<file path="config.mk">
export PLATFORM = sky130hd
export DESIGN_NAME = video_sync_norm
export DESIGN_NICKNAME = d
export VERILOG_FILES = /design/src/rtl/video_pkg.sv /design/src/rtl/sync_pol_detect.sv /design/src/rtl/video_sync_norm.sv
export SDC_FILE = /design/constraint.sdc
export NUM_CORES = 1
export LEC_CHECK = 0
export CAP_MARGIN = 10
export CORE_MARGIN = 1.5
export CORE_UTILIZATION = 55
export CTS_CLUSTER_DIAMETER = 150
export DETAILED_ROUTE_END_ITERATION = 16
export GPL_TIMING_DRIVEN = 0
export HOLD_SLACK_MARGIN = 0.03
export PLACE_DENSITY = 0.73
export SYNTH_ARGS = -nofsm -noshare
export SYNTH_HDL_FRONTEND = slang
export SYNTH_SLANG_ARGS = --single-unit
</file>
<file path="constraint.sdc">
create_clock -name clk -period 2.9 [get_ports clk]
set_input_delay 0.58 -clock clk [delete_from_list [all_inputs] [get_ports clk]]
set_output_delay 0.58 -clock clk [all_outputs]
set_load 0.1 [all_outputs]
</file>
<file path="src/rtl/video_pkg.sv">
// Shared types and constants for the video sync-normalisation path.
package video_pkg;
  localparam int CNT_W_DEF = 12;
  // Level driven on an output sync line while that sync is asserted
  localparam logic SYNC_ACTIVE_LOW = 1'b0;

  typedef struct packed {
    logic [7:0] r;
    logic [7:0] g;
    logic [7:0] b;
  } rgb888_t;
endpackage

</file>
<file path="src/rtl/sync_pol_detect.sv">
// Measures high/low phase lengths of one sync signal and infers its asserted
// polarity with two-measurement hysteresis.
module sync_pol_detect
  import video_pkg::*;
#(
  parameter int CNT_W = CNT_W_DEF
) (
  input  logic clk,
  input  logic rst_n,
  input  logic ce,
  input  logic inc,
  input  logic sig,
  output logic pol,
  output logic valid,
  output logic lost
);
  localparam logic [CNT_W-1:0] CNT_MAX = '1;

  logic             r_sig_d, r_eval, r_pend, r_pol;
  logic [CNT_W-1:0] r_hi_cnt, r_lo_cnt, r_hi_len, r_lo_len;
  logic [1:0]       r_evals;
  logic             w_rise, w_fall, w_cand;

  assign w_rise = ce & sig & ~r_sig_d;
  assign w_fall = ce & ~sig & r_sig_d;
  // The shorter phase is the asserted one; a tie keeps the current polarity
  assign w_cand = (r_hi_len < r_lo_len) ? 1'b1 :
                  (r_hi_len > r_lo_len) ? 1'b0 : r_pol;
  assign lost   = (r_hi_cnt == CNT_MAX) || (r_lo_cnt == CNT_MAX);
  assign valid  = (r_evals == 2'd2);
  assign pol    = r_pol;

  always_ff @(posedge clk or negedge rst_n) begin
    if (!rst_n) begin
      r_sig_d  <= 1'b0;
      r_eval   <= 1'b0;
      r_pend   <= 1'b0;
      r_pol    <= 1'b0;
      r_hi_cnt <= '0;
      r_lo_cnt <= '0;
      r_hi_len <= '0;
      r_lo_len <= '0;
      r_evals  <= '0;
    end else begin
      if (ce) r_sig_d <= sig;
      if (w_fall)                             r_hi_cnt <= '0;
      else if (inc && sig && r_hi_cnt != CNT_MAX)  r_hi_cnt <= r_hi_cnt + 1'b1;
      if (w_rise)                             r_lo_cnt <= '0;
      else if (inc && !sig && r_lo_cnt != CNT_MAX) r_lo_cnt <= r_lo_cnt + 1'b1;
      if (w_fall) r_hi_len <= r_hi_cnt;
      if (w_rise) r_lo_len <= r_lo_cnt;
      // Evaluate one cycle after the rising edge, once lo_len holds the new length
      r_eval <= w_rise;
      if (r_eval) begin
        if (w_cand == r_pol) r_pend <= 1'b0;
        else if (!r_pend)    r_pend <= 1'b1;
        else begin
          r_pol  <= w_cand;
          r_pend <= 1'b0;
        end
      end
      if (lost)                          r_evals <= '0;
      else if (r_eval && r_evals != 2'd2) r_evals <= r_evals + 2'd1;
    end
  end
endmodule

</file>
<file path="src/rtl/video_sync_norm.sv">
// Sync polarity normalisation, composite sync and RGB blanking ahead of the
// analog output stage; all outputs share a fixed 2-cycle latency.
module video_sync_norm
  import video_pkg::*;
#(
  parameter int CNT_W    = CNT_W_DEF,
  parameter bit BLANK_EN = 1'b1
) (
  input  logic        clk,
  input  logic        rst_n,
  input  logic        ce_pix,
  input  logic        hsync,
  input  logic        vsync,
  input  logic        de,
  input  logic [23:0] din,
  output logic [23:0] dout,
  output logic        hsync_o,
  output logic        vsync_o,
  output logic        csync_o,
  output logic        h_pol,
  output logic        v_pol,
  output logic        locked
);
  logic        r_hs_d, r_locked;
  logic        r_hs_act1, r_vs_act1, r_de1;
  rgb888_t     r_din1;
  logic        r_hsync_o, r_vsync_o, r_csync_o;
  logic [23:0] r_dout;
  logic        w_hs_rise, w_hs_act, w_vs_act;
  logic        w_h_valid, w_v_valid, w_h_lost, w_v_lost;

  // Vertical phases are measured in lines, one per raw hsync rising edge
  assign w_hs_rise = ce_pix & hsync & ~r_hs_d;

  sync_pol_detect #(.CNT_W(CNT_W)) u_h (
    .clk(clk), .rst_n(rst_n), .ce(ce_pix), .inc(ce_pix), .sig(hsync),
    .pol(h_pol), .valid(w_h_valid), .lost(w_h_lost)
  );

  sync_pol_detect #(.CNT_W(CNT_W)) u_v (
    .clk(clk), .rst_n(rst_n), .ce(ce_pix), .inc(w_hs_rise), .sig(vsync),
    .pol(v_pol), .valid(w_v_valid), .lost(w_v_lost)
  );

  assign w_hs_act = hsync ^ ~h_pol;
  assign w_vs_act = vsync ^ ~v_pol;

  always_ff @(posedge clk or negedge rst_n) begin
    if (!rst_n) begin
      r_hs_d    <= 1'b0;
      r_locked  <= 1'b0;
      r_hs_act1 <= 1'b0;
      r_vs_act1 <= 1'b0;
      r_de1     <= 1'b0;
      r_din1    <= '0;
      r_hsync_o <= 1'b1;
      r_vsync_o <= 1'b1;
      r_csync_o <= 1'b1;
      r_dout    <= '0;
    end else begin
      if (ce_pix) r_hs_d <= hsync;
      r_locked  <= w_h_valid & w_v_valid & ~w_h_lost & ~w_v_lost;
      r_hs_act1 <= w_hs_act;
      r_vs_act1 <= w_vs_act;
      r_de1     <= de;
      r_din1    <= din;
      r_hsync_o <= r_hs_act1 ? SYNC_ACTIVE_LOW : ~SYNC_ACTIVE_LOW;
      r_vsync_o <= r_vs_act1 ? SYNC_ACTIVE_LOW : ~SYNC_ACTIVE_LOW;
      // XOR gives the serrated composite: hsync pulses invert inside vsync
      r_csync_o <= (r_hs_act1 ^ r_vs_act1) ? SYNC_ACTIVE_LOW : ~SYNC_ACTIVE_LOW;
      r_dout    <= (BLANK_EN && !r_de1) ? 24'h0 : r_din1;
    end
  end

  assign hsync_o = r_hsync_o;
  assign vsync_o = r_vsync_o;
  assign csync_o = r_csync_o;
  assign dout    = r_dout;
  assign locked  = r_locked;
endmodule

</file>
Yosys cells after proc, flatten, opt, wreduce, memory -nomap -nowiden
Cells that the tools add are included.
- word-level logic and storage cells: 123
- bits in registers: 163
- bits in latches: 0
- memories kept: 0
- bits in read-only memories: 0
- bits in writable memories: 0
- shift-type cells: 0
- equality and inequality tests: 14
- bitwise operators: 24
- reductions and logical operators: 22
- add/sub/neg operators: 6
- multiplexer cells: 24
- divide/modulo/power cells: 0
- multiply operators: 0
- order comparisons: 4
- operators by type and width (kind ; count):
    12-bit two-way mux ; 8
    12-bit by 1-bit adder with 12-bit output (second input constant) ; 4
    12-bit equality test (second input constant) ; 4
    12-bit inequality test (second input constant) ; 4
    12-bit greater-than comparator ; 2
    12-bit < comparator ; 2
    24-bit two-way mux ; 1
    2-bit nonzero test ; 6
    1-bit AND ; 11
    1-bit two-way mux ; 11
    1-bit logical AND ; 10
    1-bit NOT ; 10
    2-bit two-way mux ; 4
    3-bit AND reduction ; 2
    2-bit by 1-bit adder with 2-bit output (second input constant) ; 2
    2-bit equality test (second input constant) ; 2
    2-bit inequality test (second input constant) ; 2
    1-bit XOR ; 3
    1-bit equality test ; 2
    1-bit zero test ; 2
    1-bit logical OR ; 2

Logic depth before layout (Yosys ltp)
Gate-level depths: netlist of run 1.
- depth in word-level cells: 6
- depth in mapped cells: 7
- mapped depth without buffers: 7

Hierarchy
From an unflattened synthesis of run 1, not the netlist that was laid out.
- cell total of the unflattened synthesis: 663
- area total of the unflattened synthesis: 7128.1 µm²
- modules (own cells, without submodules) (module ; cells an instance ; area each (µm²) ; sequential area each (µm²) ; instances):
    sync_pol_detect at u_h ; 289 ; 2738.9 ; 1351.3 ; 1
    sync_pol_detect at u_v ; 284 ; 2725.1 ; 1351.3 ; 1
    video_sync_norm ; 90 ; 1664.1 ; 1405.1 ; 1

Least setup slack after synthesis of run 1
Ideal clock, no wire load.
- path kind: register to register
- start point: reg u_h.r_hi_len[1]
- end point: reg u_h.r_pend
- stages on the path, launching flop included: 7
- clock period less this slack: 1.765 ns
- slack: 1.135 ns
- arrival time: 1.640 ns
- cell sequence: dfrtp_1 -> ha_1 -> nor2b_1 -> o211ai_1 -> a211oi_1 -> a2111o_1 -> mux2_2
- cells in the longest elaborated chain, start to end: 5
- elaborated cells between the ends (all ways): 6
- ends and longest elaborated chain (item ; line ; RTL):
    from (decl) ; sync_pol_detect.sv:20 ; logic [CNT_W-1:0] r_hi_cnt, r_lo_cnt, r_hi_len, r_lo_len;
    from (signal assigned) ; sync_pol_detect.sv:50 ; if (w_fall) r_hi_len <= r_hi_cnt;
    12-bit greater-than comparator ; sync_pol_detect.sv:28 ; (r_hi_len > r_lo_len) ? 1'b0 : r_pol;
    1-bit two-way mux ; sync_pol_detect.sv:28 ;
    1-bit two-way mux * ; sync_pol_detect.sv:27 ; assign w_cand = (r_hi_len < r_lo_len) ? 1'b1 :
    1-bit equality test * ; sync_pol_detect.sv:55 ; if (w_cand == r_pol) r_pend <= 1'b0;
    1-bit two-way mux * ; sync_pol_detect.sv:55 ;
    to (signal assigned) ; sync_pol_detect.sv:55 ;
    to (signal assigned) ; sync_pol_detect.sv:56 ; else if (!r_pend) r_pend <= 1'b1;
    to (signal assigned) ; sync_pol_detect.sv:59 ; r_pend <= 1'b0;
    to (decl) ; sync_pol_detect.sv:19 ; logic r_sig_d, r_eval, r_pend, r_pol;
Mark *: on every way between the ends. The rest lies on a longest branch, timed or not.
A chain may end at the register's enable or synchronous reset.

Final worst setup path of run 1
- start point: reg r_vsync_o (netlist: vsync_o)
- end point: out vsync_o
- RTL lines (item ; line ; RTL):
    from (decl) ; video_sync_norm.sv:27 ; logic r_hsync_o, r_vsync_o, r_csync_o;
    from (signal assigned) ; video_sync_norm.sv:68 ; r_vsync_o <= r_vs_act1 ? SYNC_ACTIVE_LOW : ~SYNC_ACTIVE_LOW;
    to (decl) ; video_sync_norm.sv:18 ; output logic vsync_o,
No word-level cell between the ends.

==> metrics, run 1 <==
outcome completed; Final min period 2.67 ns; Setup crit end kind primary output; Initial Utilization about 57%; synthesized area ~7000 µm²; first-pass GRT wire length about 23000 µm; cell taking the most area after synthesis dfrtp_1; Slew Limit Headroom between 30 and 40%; TritonCTS Buffers 17; max-cap viol count 0; CP top delay family buffers and inverters; RSZ-0062 raised after global routing false; distinct cell type count after synthesis 45; Max Fanout on Critical Path 1; Comb pwr share about a fifth; initial antenna violation count 0; clk buf depth 2; Worst-Skew Late Latency about 0.43 ns; I/O pin total 60; DRT Pass-1 Iters 5; Pleak a little under 4 nW; die width ~120 µm; number of synthesized flops with an enable pin 0; CTS Hold Bufs 0; Syn Nets between 700 and 800; Levels on crit path 1; Total Wirelength around 13000 µm; list of most frequent post-synthesis cells dfrtp_1 (160), nand2_1 (117), nor2_1 (45); Yosys top cell area share 57.6%; Diodes inserted 0; async set-reset flop share out of synthesis 100%; synth warn 0; Hold Slack around 0.12 ns; Reg power frac 43.1%; top cells by area, synth dfrtp_1 (58%), nand2_1 (6.3%), ha_1 (5.4%); vias slightly below 5000; GPL Wtd Cong 0.849; final core occ between 60% and 70%; CP Class flop to primary output; P&R area growth vs syn 20.6%; H-tree levels 4; ANT nets after route 0; internal power 0.00443 W; Worst path max stage delay ~1.1 ns; die area around 13000 µm²; crit path launch vsync_o; R2R cell count 7; syn avg cell area ~11 µm²; Max rail drop VDD 495 µV; 1st-iter DRT viols 319; post-synthesis sequential area ratio approximately three fifths; post-route clock skew 0.00874 ns; pwr dens 749 nW/µm²; Startpoint Class flop; slowest CP cell clkdlybuf4s50_1; Root Driver clkbuf_16; via/cell ratio about 5.3; # port buffers a little under 60; predominant post-synthesis flop cell dfrtp_1; most common cell in the netlist dfrtp_1; placed cells between 800 and 900; worst path bufs/invs 1; layout cells sized above 1 under 10%; total negative slack 0 ns; drt drc 0; synthesized flop and latch total approximately 160; final number of hold-violating endpoints 0; Sw Pwr ~0.0018 W; final net count just under 800; clock share of power between 30% and 40%; fillers 892; final slew viol count 0; crit-path cells clkdlybuf4s50_1; Clock Pin Slew Worst Setup and Hold Paths 0.06 ns; CTS sink count 163; max frequency approximately 370 MHz; grt total ovfl 0; post-CTS sizing 0; FF-to-FF End u_v.r_pend; WP data arrival 2.09 ns; num rows 40; Worst Hold Class primary input to async pin; crit path capture vsync_o; CP Data Required Time roughly 2.3 ns; post-synthesis cell count 650; setup bufs post-CTS 0; fin cells between 900 and 1000; fin crit share about 92%; Total GRT Usage between 20% and 30%; Sw Ratio 29.5%; R2R Path Start u_v.r_lo_len[1]; core area approximately 12000 µm²; Reg2Reg Setup Slack 0.94 ns; vias in the first global route between 4000 and 5000; Least-Margin Pin Slew 0.997 ns; dpl hpwl approximately 9400 µm; largest net degree at the start of global routing ~100; CTS tree done; Die H about 120 µm; per-cell routed wire length ~15 µm; total chip power between 0.006 and 0.007 W; final setup fails 0
[cell usage in the layout, fill, tap and decap left out, types with 6 or more instances in the layout]
master and n:
dfrtp_1 160, nand2_1 117, clkdlybuf4s50_1 57, nor2_1 45, o21ai_0 38, inv_1 34
ha_1 30, and2_1 28, nand3_1 24, clkbuf_1 19, nand4_1 19, xnor2_1 18
xor2_1 17, clkbuf_16 17, a21oi_1 14, and4_1 8, nor3_1 8, nand2b_1 7
a21o_1 6
[how the worst min path moves through the flow]
stage	slack (ns)	endpoint	from
after CTS	0.13	dout[2]	rst_n
after global routing	0.16	dout[8]	rst_n
after global placement	0.40	hsync_o	r_hs_act1
after floorplan	0.28	dout[0]	rst_n
final	0.12	dout[1]	rst_n
after detailed placement	0.42	hsync_o	r_hs_act1
[layer usage]
layer	wire (µm)	vias to the layer above	global-route usage, %
met5	0	-	0
met4	166	0	8.23
met2	6460	91	36.0
met3	515	14	6.11
met1	6330	2382	29.7
li1	-	2347	-
[logic make-up (layout without fill, tap and decap cells)]
kind of cell             after synthesis  in the layout  share of synthesized area (%)
adder cells (fa/ha/maj)               30             30                           5.40
AO/OA/AOI/OAI                         77             77                           6.59
multiplexers                           9              9                           1.37
buffers and inverters                 51            142                           2.97
AND/OR/NAND/NOR                      285            285                           20.5
flip-flops                           163            163                           58.8
XOR/XNOR                              35             35                           4.41
[metrics by stage]
| stage | worst slack [ns] | instance area (µm²) |
|---|---|---|
| final | 0.229 | 8380 |
| after global routing | 0.198 | 8380 |
| after CTS | 0.203 | 8380 |
| after detailed placement | 0.323 | 7770 |
| after global placement | -4.98 | 7740 |
| after floorplan | 1.14 | 6950 |
[area by class of cell]
type	count	area [µm²]	share of cell area (%)
flip-flops and latches	163	4080	48.7
multi-input cells	436	2660	31.7
repair buffers	59	609	7.27
clock buffers	23	458	5.46
well taps	168	210	2.51
clock inverters	9	156	1.87
inverters	34	128	1.52
plain buffers	17	78.8	0.941
[power by group through the flow]
stage / combinational, W / clock (W) / sequential [W]
2_1_floorplan: 0.000515 / 0 / 0.00309
3_3_place_gp: 0.00120 / 0 / 0.00272
3_5_place_dp: 0.00126 / 0 / 0.00274
4_1_cts: 0.00127 / 0.00236 / 0.00270
5_1_grt: 0.00137 / 0.00246 / 0.00273
6_report: 0.00126 / 0.00231 / 0.00270
Power figures use the tool's default switching activity.
==> run 2: changes to the inputs <==
Settings changed: TNS_END_PERCENT from default to 5.
==> results of run 2 <==
Final layout, timing and power as in run 1 (identical DEF).
==> run 3: changes to the inputs <==
Settings changed: CORE_MARGIN 1.5 to default.
==> metrics, run 3 (synthesized netlist as in run 1, its figures left out) <==
pwr dens 766 nW/µm² (was 749 nW/µm²); WP data arrival 2.07 ns (was 2.09 ns); num rows 40 (unchanged); Clock Pin Slew Worst Setup and Hold Paths 0.06 ns (about the same); via/cell ratio 5.24 (was 5.32); total chip power 0.00646 W (was 0.00627 W); RSZ-0062 raised after global routing false (unchanged); max-cap viol count 0 (unchanged); Setup crit end kind primary output (unchanged); Max Fanout on Critical Path 1 (unchanged); drt drc 0 (unchanged); layout cells sized above 1 6.88% (was 6.61%); Diodes inserted 0 (unchanged); die area 13100 µm² (was 13300 µm²); Initial Utilization 57.1% (unchanged); largest net degree at the start of global routing 96 (was 103); Least-Margin Pin Slew 0.999 ns (was 0.997 ns); H-tree levels 4 (unchanged); CTS tree done (unchanged); vias in the first global route 4782 (was 4941); CTS Hold Bufs 0 (unchanged); Pleak 3.95 nW (was 3.92 nW); Max rail drop VDD 537 µV (was 495 µV); core area 12200 µm² (unchanged); Worst path max stage delay 1.13 ns (was 1.14 ns); grt total ovfl 0 (unchanged); die width 114 µm (was 115 µm); # port buffers 58 (unchanged); GPL Wtd Cong 0.796 (was 0.849); CTS sink count 163 (unchanged); CP Class flop to primary output (unchanged); initial antenna violation count 0 (unchanged); Final min period 2.65 ns (was 2.67 ns); per-cell routed wire length 14.5 µm (was 14.8 µm); final slew viol count 0 (unchanged); P&R area growth vs syn 21.4% (was 20.6%); clk buf depth 2 (unchanged); Worst-Skew Late Latency 0.43 ns (about the same); CP top delay family buffers and inverters (unchanged); outcome completed (unchanged); final setup fails 0 (unchanged); TritonCTS Buffers 17 (unchanged); I/O pin total 60 (unchanged); Slew Limit Headroom 33.2% (was 33.3%); Total Wirelength 13200 µm (was 13500 µm); commonest non-fill, non-tap cell in the layout dfrtp_1 (unchanged); 1st-iter DRT viols 310 (was 319); Die H 114 µm (was 115 µm); first-pass GRT wire length 22700 µm (was 23000 µm); slowest CP cell clkdlybuf4s50_1 (unchanged); fin crit share 91.4% (was 92.1%); CP Data Required Time 2.32 ns (about the same); Startpoint Class flop (unchanged); final number of hold-violating endpoints 0 (unchanged); max frequency 377 MHz (was 374 MHz); Total GRT Usage 22.5% (about the same); vias 4761 (was 4834); post-CTS sizing 0 (unchanged); crit-path cells clkdlybuf4s50_1 (unchanged); dpl hpwl 9160 µm (was 9440 µm); Worst Hold Class primary input to async pin (unchanged); worst path bufs/invs 1 (unchanged); Root Driver clkbuf_16 (unchanged); post-route clock skew 0.0200 ns (was 0.00874 ns); commonest cells after routing, fill and taps aside dfrtp_1 (160), nand2_1 (117), clkdlybuf4s50_1 (57) (unchanged); setup bufs post-CTS 0 (unchanged); Hold Slack 0.133 ns (was 0.123 ns); DRT Pass-1 Iters 4 (was 5); ANT nets after route 0 (unchanged); final net count 788 (unchanged)
==> run 3: where the power goes <==
part	switching (W)	total, W	leakage, nW	internal (W)
logic	0.000829	0.00127	1.49	0.000440
registers	0.000166	0.00269	2.14	0.00253
clock network	0.000875	0.00250	0.319	0.00162
total	0.00187	0.00646	3.95	0.00459
==> run 3: worst paths after layout <==
check | depth (start not counted) | slack (ns) | start | endpoint
min in group clk | 2 | 0.38 | hsync | r_hs_act1
max in group asynchronous | 2 | 1.91 | rst_n | u_v.r_hi_len[2]
worst max-delay path | 1 | 0.25 | vsync_o | vsync_o
worst min-delay path | 1 | 0.13 | rst_n | dout[6]
worst min register to register | 1 | 0.40 | r_hs_act1 | hsync_o
worst max register to register | 7 | 0.94 | u_v.r_lo_len[1] | u_v.r_pend
==> run 3: cell type report <==
| type | count | area (µm²) |
|---|---|---|
| clock buffer | 20 | 437 |
| buffer | 17 | 78.8 |
| timing repair buffer | 59 | 609 |
| multi-input combinational | 436 | 2660 |
| inverter | 34 | 128 |
| tap | 168 | 210 |
| fill | 911 | 3730 |
| clock inverter | 12 | 228 |
| sequential | 163 | 4080 |
==> run 3: per-stage QoR <==
step	area (µm²)	TNS, ns	setup WS, ns	cells	util (%)
floorplan	6950	0	1.14	650	-
global placement	7740	-808.87	-5.00	876	63.6
global route	8430	0	0.201	909	69.3
CTS	8430	0	0.228	909	69.3
finish	8430	0	0.250	909	69.3
detailed placement	7770	0	0.372	877	63.9
==> run 3: layer usage <==
| metal | GRT usage, % | share of wire [%] | up-vias |
|---|---|---|---|
| met1 | 30.3 | 48 | 2307 |
| met4 | 7.10 | 0.90 | 0 |
| met2 | 35.3 | 47 | 100 |
| met5 | 0 | 0 | - |
| li1 | - | - | 2344 |
| met3 | 6.41 | 4.3 | 10 |
